## src/rtl/seq_divider_pkg.sv

```systemverilog
// Shared types and defaults for the sequential restoring divider.
package seq_divider_pkg;

  typedef enum logic [1:0] {
    IDLE  = 2'd0,
    CALC  = 2'd1,
    ROUND = 2'd2,
    DONE  = 2'd3
  } div_state_t;

  localparam int unsigned DIV_DIVIDEND_W = 26;
  localparam int unsigned DIV_DIVISOR_W  = 18;

  function automatic int unsigned cnt_width(input int unsigned dividend_w);
    return $clog2(dividend_w);
  endfunction

endpackage

```

## src/rtl/seq_divider_if.sv

```systemverilog
// Operand/result stream bundle for seq_divider; slave is the divider's view.
interface seq_divider_if
  import seq_divider_pkg::*;
#(
  parameter int unsigned DIVIDEND_W = DIV_DIVIDEND_W,
  parameter int unsigned DIVISOR_W  = DIV_DIVISOR_W
);

  logic                  s_valid;
  logic                  s_ready;
  logic [DIVIDEND_W-1:0] s_dividend;
  logic [DIVISOR_W-1:0]  s_divisor;
  logic                  m_valid;
  logic                  m_ready;
  logic [DIVIDEND_W-1:0] m_quotient;
  logic [DIVISOR_W-1:0]  m_remainder;
  logic                  m_divzero;

  modport slave (
    input  s_valid, s_dividend, s_divisor, m_ready,
    output s_ready, m_valid, m_quotient, m_remainder, m_divzero
  );

  modport master (
    output s_valid, s_dividend, s_divisor, m_ready,
    input  s_ready, m_valid, m_quotient, m_remainder, m_divzero
  );

endinterface

```

## src/rtl/seq_divider_div_step.sv

```systemverilog
// One combinational restoring-division step: shift in a dividend bit, trial-subtract.
module seq_divider_div_step #(
  parameter int unsigned DIVISOR_W = 18
) (
  input  logic [DIVISOR_W-1:0] r_i,
  input  logic                 bit_i,
  input  logic [DIVISOR_W-1:0] divisor_i,
  output logic [DIVISOR_W-1:0] r_o,
  output logic                 q_o
);

  logic [DIVISOR_W:0] r_shift;

  always_comb begin
    r_shift = {r_i, bit_i};
    q_o     = (r_shift >= {1'b0, divisor_i});
    // The true difference is below the divisor, so wrapping to DIVISOR_W bits is exact.
    r_o     = q_o ? (r_shift[DIVISOR_W-1:0] - divisor_i) : r_shift[DIVISOR_W-1:0];
  end

endmodule

```

## src/rtl/seq_divider.sv

```systemverilog
// Iterative unsigned restoring divider, one quotient bit per clock.
// Define SEQ_DIVIDER_ROUND_EN to add a round-half-up stage on the quotient.
module seq_divider
  import seq_divider_pkg::*;
#(
  parameter int unsigned DIVIDEND_W = DIV_DIVIDEND_W,
  parameter int unsigned DIVISOR_W  = DIV_DIVISOR_W
) (
  input  logic         aclk,
  input  logic         areset,
  seq_divider_if.slave div_if
);

  localparam int unsigned CntW = cnt_width(DIVIDEND_W);

  div_state_t            state_q, state_d;
  logic [DIVIDEND_W-1:0] dvd_q, dvd_d;
  logic [DIVISOR_W-1:0]  dvs_q, dvs_d;
  logic [DIVISOR_W-1:0]  r_q, r_d;
  logic [DIVIDEND_W-1:0] q_q, q_d;
  logic [CntW-1:0]       cnt_q, cnt_d;
  logic                  divzero_q, divzero_d;

  logic [DIVISOR_W-1:0]  step_r;
  logic                  step_q;

  seq_divider_div_step #(
    .DIVISOR_W (DIVISOR_W)
  ) u_div_step (
    .r_i       (r_q),
    .bit_i     (dvd_q[cnt_q]),
    .divisor_i (dvs_q),
    .r_o       (step_r),
    .q_o       (step_q)
  );

  always_comb begin
    state_d   = state_q;
    dvd_d     = dvd_q;
    dvs_d     = dvs_q;
    r_d       = r_q;
    q_d       = q_q;
    cnt_d     = cnt_q;
    divzero_d = divzero_q;
    unique case (state_q)
      IDLE: begin
        if (div_if.s_valid) begin
          dvd_d = div_if.s_dividend;
          dvs_d = div_if.s_divisor;
          r_d   = '0;
          cnt_d = CntW'(DIVIDEND_W - 1);
          if (div_if.s_divisor == '0) begin
            q_d       = '1;
            divzero_d = 1'b1;
            state_d   = DONE;
          end else begin
            q_d       = '0;
            divzero_d = 1'b0;
            state_d   = CALC;
          end
        end
      end
      CALC: begin
        r_d = step_r;
        // Bits resolve MSB first from a cleared quotient, so a left shift lands q[cnt].
        q_d = {q_q[DIVIDEND_W-2:0], step_q};
        if (cnt_q == '0) begin
`ifdef SEQ_DIVIDER_ROUND_EN
          state_d = ROUND;
`else
          state_d = DONE;
`endif
        end else begin
          cnt_d = cnt_q - 1'b1;
        end
      end
`ifdef SEQ_DIVIDER_ROUND_EN
      ROUND: begin
        if (({r_q, 1'b0} >= {1'b0, dvs_q}) && (q_q != '1)) begin
          q_d = q_q + 1'b1;
        end
        state_d = DONE;
      end
`endif
      DONE: begin
        if (div_if.m_ready) begin
          state_d = IDLE;
        end
      end
      default: state_d = IDLE;
    endcase
  end

  always_ff @(posedge aclk) begin
    if (areset) begin
      state_q   <= IDLE;
      dvd_q     <= '0;
      dvs_q     <= '0;
      r_q       <= '0;
      q_q       <= '0;
      cnt_q     <= '0;
      divzero_q <= 1'b0;
    end else begin
      state_q   <= state_d;
      dvd_q     <= dvd_d;
      dvs_q     <= dvs_d;
      r_q       <= r_d;
      q_q       <= q_d;
      cnt_q     <= cnt_d;
      divzero_q <= divzero_d;
    end
  end

  always_comb begin
    div_if.s_ready     = (state_q == IDLE);
    div_if.m_valid     = (state_q == DONE);
    div_if.m_quotient  = q_q;
    div_if.m_remainder = r_q;
    div_if.m_divzero   = divzero_q;
  end

endmodule

```

## src/flat_wrapper.sv

```systemverilog
// flat-port wrapper written by rule: the top's interface ports become plain ports
module seq_divider_flat import seq_divider_pkg::*;
#(
  parameter int unsigned DIVIDEND_W = DIV_DIVIDEND_W,
  parameter int unsigned DIVISOR_W  = DIV_DIVISOR_W
)
  (aclk, areset, div_if_s_valid, div_if_s_dividend, div_if_s_divisor, div_if_m_ready, div_if_s_ready, div_if_m_valid, div_if_m_quotient, div_if_m_remainder, div_if_m_divzero);
  seq_divider_if #(.DIVIDEND_W(DIVIDEND_W), .DIVISOR_W(DIVISOR_W)) div_if_i ();
  input  logic aclk;
  input  logic areset;
  input wire logic [$bits(div_if_i.s_valid)-1:0] div_if_s_valid;
  input wire logic [$bits(div_if_i.s_dividend)-1:0] div_if_s_dividend;
  input wire logic [$bits(div_if_i.s_divisor)-1:0] div_if_s_divisor;
  input wire logic [$bits(div_if_i.m_ready)-1:0] div_if_m_ready;
  output wire logic [$bits(div_if_i.s_ready)-1:0] div_if_s_ready;
  output wire logic [$bits(div_if_i.m_valid)-1:0] div_if_m_valid;
  output wire logic [$bits(div_if_i.m_quotient)-1:0] div_if_m_quotient;
  output wire logic [$bits(div_if_i.m_remainder)-1:0] div_if_m_remainder;
  output wire logic [$bits(div_if_i.m_divzero)-1:0] div_if_m_divzero;
  assign div_if_i.s_valid = div_if_s_valid;
  assign div_if_i.s_dividend = div_if_s_dividend;
  assign div_if_i.s_divisor = div_if_s_divisor;
  assign div_if_i.m_ready = div_if_m_ready;
  assign div_if_s_ready = div_if_i.s_ready;
  assign div_if_m_valid = div_if_i.m_valid;
  assign div_if_m_quotient = div_if_i.m_quotient;
  assign div_if_m_remainder = div_if_i.m_remainder;
  assign div_if_m_divzero = div_if_i.m_divzero;
  seq_divider #(.DIVIDEND_W(DIVIDEND_W), .DIVISOR_W(DIVISOR_W)) u_core (.aclk(aclk), .areset(areset), .div_if(div_if_i));
endmodule
```

## config.mk

```make
export PLATFORM = sky130hd
export DESIGN_NAME = seq_divider_flat
export DESIGN_NICKNAME = d
export VERILOG_FILES = /design/src/rtl/seq_divider_pkg.sv /design/src/rtl/seq_divider_if.sv /design/src/rtl/seq_divider_div_step.sv /design/src/rtl/seq_divider.sv /design/src/flat_wrapper.sv
export SDC_FILE = /design/constraint.sdc
export NUM_CORES = 1
export LEC_CHECK = 0
export BUFFER_PORTS_ARGS = -buffer_cell sky130_fd_sc_hd__clkbuf_2
export CAP_MARGIN = 30
export CORE_MARGIN = 4
export CORE_UTILIZATION = 50
export DETAILED_ROUTE_END_ITERATION = 12
export HOLD_SLACK_MARGIN = 0.02
export PLACE_DENSITY = 0.7
export SETUP_SLACK_MARGIN = 0.4
export SYNTH_ARGS = -nofsm -noshare
export SYNTH_HDL_FRONTEND = slang
export SYNTH_SLANG_ARGS = --single-unit
```

## constraint.sdc

```tcl
create_clock -name aclk -period 3.8 [get_ports aclk]
set_clock_uncertainty 0.1 [all_clocks]
set_input_delay 0 -clock aclk [delete_from_list [all_inputs] [get_ports aclk]]
set_output_delay 0 -clock aclk [all_outputs]
set_load 0.05 [all_outputs]
```

==> impl_results.md <==
* Routed WL at 13.33 mm
* Routed Antenna Nets at 0
* Clock slew at reported path FFs at 0.09 ns
* Crit path max fanout at 7
* Average wire per standard cell at 15.37 um
* Sequential area share after synthesis at 0.3827
* Antenna violations before repair at 0
* N_diodes at 0
* Worst hold path class: input port to flop
* Setup violations, final at 0
* First-pass GRT wire length at 21.97 mm
* Overall Power at 4.206 mW
* WP buf/inv at 1
* Final hold vios at 0
* Mean Syn Cell Area at 8.315 sq um
* Synth warn at 0
* Die H at 108.2 um
* RSZ-0062 raised after global routing: no
* Post-synthesis cell type count at 69
* Sequence of cells on the critical path: buf_6 -> mux4_2 -> nand2_1 -> a211oi_2 -> nor4_4 -> ha_2 -> fa_1 -> nand2b_4 -> a21o_1 -> a32o_1 -> o31ai_1 -> xnor2_1 -> o21ai_1
* Gr busiest metal: met2
* Routed vias at 4823
* H-tree Lvls at 3
* Synth Register Bits at 96
* Gr usage total at 0.2332
* Vias per inst at 5.563
* Post-synth EDFFs at 0
* Final std cell area, no fill at 6237 sq um
* Routing usage on met1 at 0.2908
* Tmin final at 3.293 ns
* Fin. max-slew vios at 0
* GRT overflow at 0
* TritonCTS clock tree: yes
* Crit. End Element: flop
* Max cap viols at 0
* Post-synth net total at 673
* Worst vdd ir at 0.3610 mV
* CP Class: flop to flop
* Ports at 95
* FFs w/ async S/R, synth at 0
* Slew HR at 0.3841
* Reg2Reg Setup Slack at 0.51 ns
* CP peak stage delay at 0.41 ns
* Pwr/cell area at 674.3 nW/um^2
* Share of cells above drive strength 1 at 0.2248
* Met2 GRT Util at 0.4036
* Main synth FF type: dfxtp_1
* Cell Rows at 36
* Final #Nets at 798
* CTS Buf Count at 9
* Highest Clock Rate at 0.3037 GHz
* Clk sinks at 96
* Crit path required time at 3.96 ns
* GPL Wtd Cong at 0.9225
* Die area at 11710 sq um
* Core box area at 9774 sq um
* Status: completed
* Met3 global-route usage at 0.04358
* Clk root buf: clkbuf_8
* Data arrival, critical path at 3.45 ns
* Drt first pass iters at 5
* Mapped Area at 5022 sq um
* IO buf count at 94
* Placed inst area at 5553 sq um
* Worst-Margin Slew at 0.9217 ns
* Chip width at 108.2 um
* Residual DRC at 0
* Setup_tns at 0 ns
* Largest net degree at the start of global routing at 50
* Cells after Synth at 604
* DP HPWL at 9.298 mm
* CP delay by family, top: compound AO/OA/AOI/OAI gates
* Clock buffer depth at 2
* Setup crit start kind: flop
* DR iter-0 viols at 242
* Clock latency on the worst-skew pair at 0.37 ns
* Syn-to-layout area delta at 24.19%
* Starting Density at 0.5138
* Hold WS at 0.1154 ns
* Fin crit share at 0.8665
* Vias in the first global route at 4603
* CP max stage cell: fa_1
* Leakage at 2.540 nW
-- cell type report --
cell class / instances / area, sq um
Clock buffer: 9 / 123.9
Clock inverter: 7 / 53.80
Fill cell: 863 / 3537
Inverter: 25 / 93.84
Multi-Input combinational cell: 441 / 2818
Sequential cell: 96 / 1927
Tap cell: 133 / 166.4
Timing Repair Buffer: 156 / 1055
-- sequential cells by signal, summed over array words and instances (netlist names) --
name and count:
u_core.div_if.m_quotient 26, u_core.dvd_q 26, u_core.div_if.m_remainder 18, u_core.dvs_q 18
u_core.cnt_q 5, u_core.state_q 2, u_core.div_if.m_divzero 1
-- cells in the mapped netlist, drive strengths merged, types with 7 or more instances --
| cell | n | area [sq um] |
|---|---|---|
| inv | 25 | 93.84 |
| a22oi | 25 | 187.7 |
| a41oi | 8 | 115.1 |
| nand2b | 7 | 43.79 |
| nor2 | 13 | 48.80 |
| o211ai | 16 | 120.1 |
| dfxtp | 96 | 1922 |
| and2 | 11 | 72.57 |
| clkbuf | 30 | 122.6 |
| nand3 | 9 | 50.05 |
| nand2 | 123 | 461.7 |
| buf | 12 | 102.6 |
| xnor2 | 10 | 87.58 |
| ha | 20 | 250.2 |
| a21oi | 93 | 465.5 |
| nor3 | 8 | 40.04 |
| o21ai | 19 | 95.09 |
-- cell usage in the layout (no fill, tap or decap), types with 5 or more instances in the layout --
cell type	synthesis	final
nor2_1	13	13
a21o_1	5	5
and2_1	9	9
ha_1	20	19
nand2_1	123	123
o211ai_1	16	16
nand4_1	5	5
o21ai_0	14	14
nor3_1	8	8
mux4_2	6	6
xnor2_1	10	10
a41oi_2	6	6
buf_4	5	15
clkbuf_8	1	9
clkbuf_2	0	94
dlygate4sd3_1	0	46
dfxtp_1	96	94
inv_1	25	25
a21oi_1	93	92
a22oi_1	25	25
o21ai_1	5	5
nand2b_1	7	6
nand3_1	8	8
-- logic make-up (layout without fill, tap and decap cells) --
family / after synthesis / count (layout) / synth area share
AND/OR/NAND/NOR: 202 / 202 / 0.1883
AO/OA/AOI/OAI: 197 / 197 / 0.2579
flip-flops: 96 / 96 / 0.3827
buffers and inverters: 67 / 197 / 0.06352
adder cells (fa/ha/maj): 21 / 21 / 0.05381
XOR/XNOR: 13 / 13 / 0.02267
multiplexers: 8 / 8 / 0.03114
-- worst min-delay path, stage by stage --
cell	delay [ns]
clkbuf_2	0.13
o21bai_2	0.06
buf_4	0.22
a21oi_1	0.14
-- repair_timing --
item | 4_1_cts | 5_1_grt
endpoints found under the hold margin | 46 | 0
setup endpoints to repair | 5 | 19
resized for setup | 4 | 6
setup buffers | 1 | 0
gates cloned | 0 | 0
pin swaps | 1 | 3
hold buffers | 46 | 0
-- through the flow --
stage / setup WS, ns / instances / util
floorplan: 0.7133 / 604 / -
global placement: 0.3833 / 804 / 0.5681
detailed placement: 0.3138 / 804 / 0.5681
CTS: 0.3959 / 867 / 0.6359
global route: 0.4034 / 867 / 0.6381
finish: 0.5072 / 867 / 0.6381
-- where the power goes --
part / leakage [nW] / internal, mW / switching (mW)
Combinational: 1.66 / 0.914 / 1.46
Sequential: 0.783 / 1.11 / 0.101
Clock: 0.0944 / 0.245 / 0.376
Total: 2.54 / 2.27 / 1.94
-- path summary, 6_finish.rpt --
kind | start | to | cells past startpoint
worst max-delay path | u_core.cnt_q[0] | u_core.div_if.m_remainder[16] | 13
worst min-delay path | div_if_s_valid | u_core.state_q[0] | 4
worst max register to register | u_core.cnt_q[0] | u_core.div_if.m_remainder[16] | 13
worst min register to register | u_core.dvd_q[23] | u_core.dvd_q[23] | 2
-- metal layers --
layer  routed length [um]  share of wire
met2                 6776           0.51
met5                    0              0
met3                  686          0.051
met1                 5622           0.42
met4                  245          0.018
(Power assumes the default switching activity.)
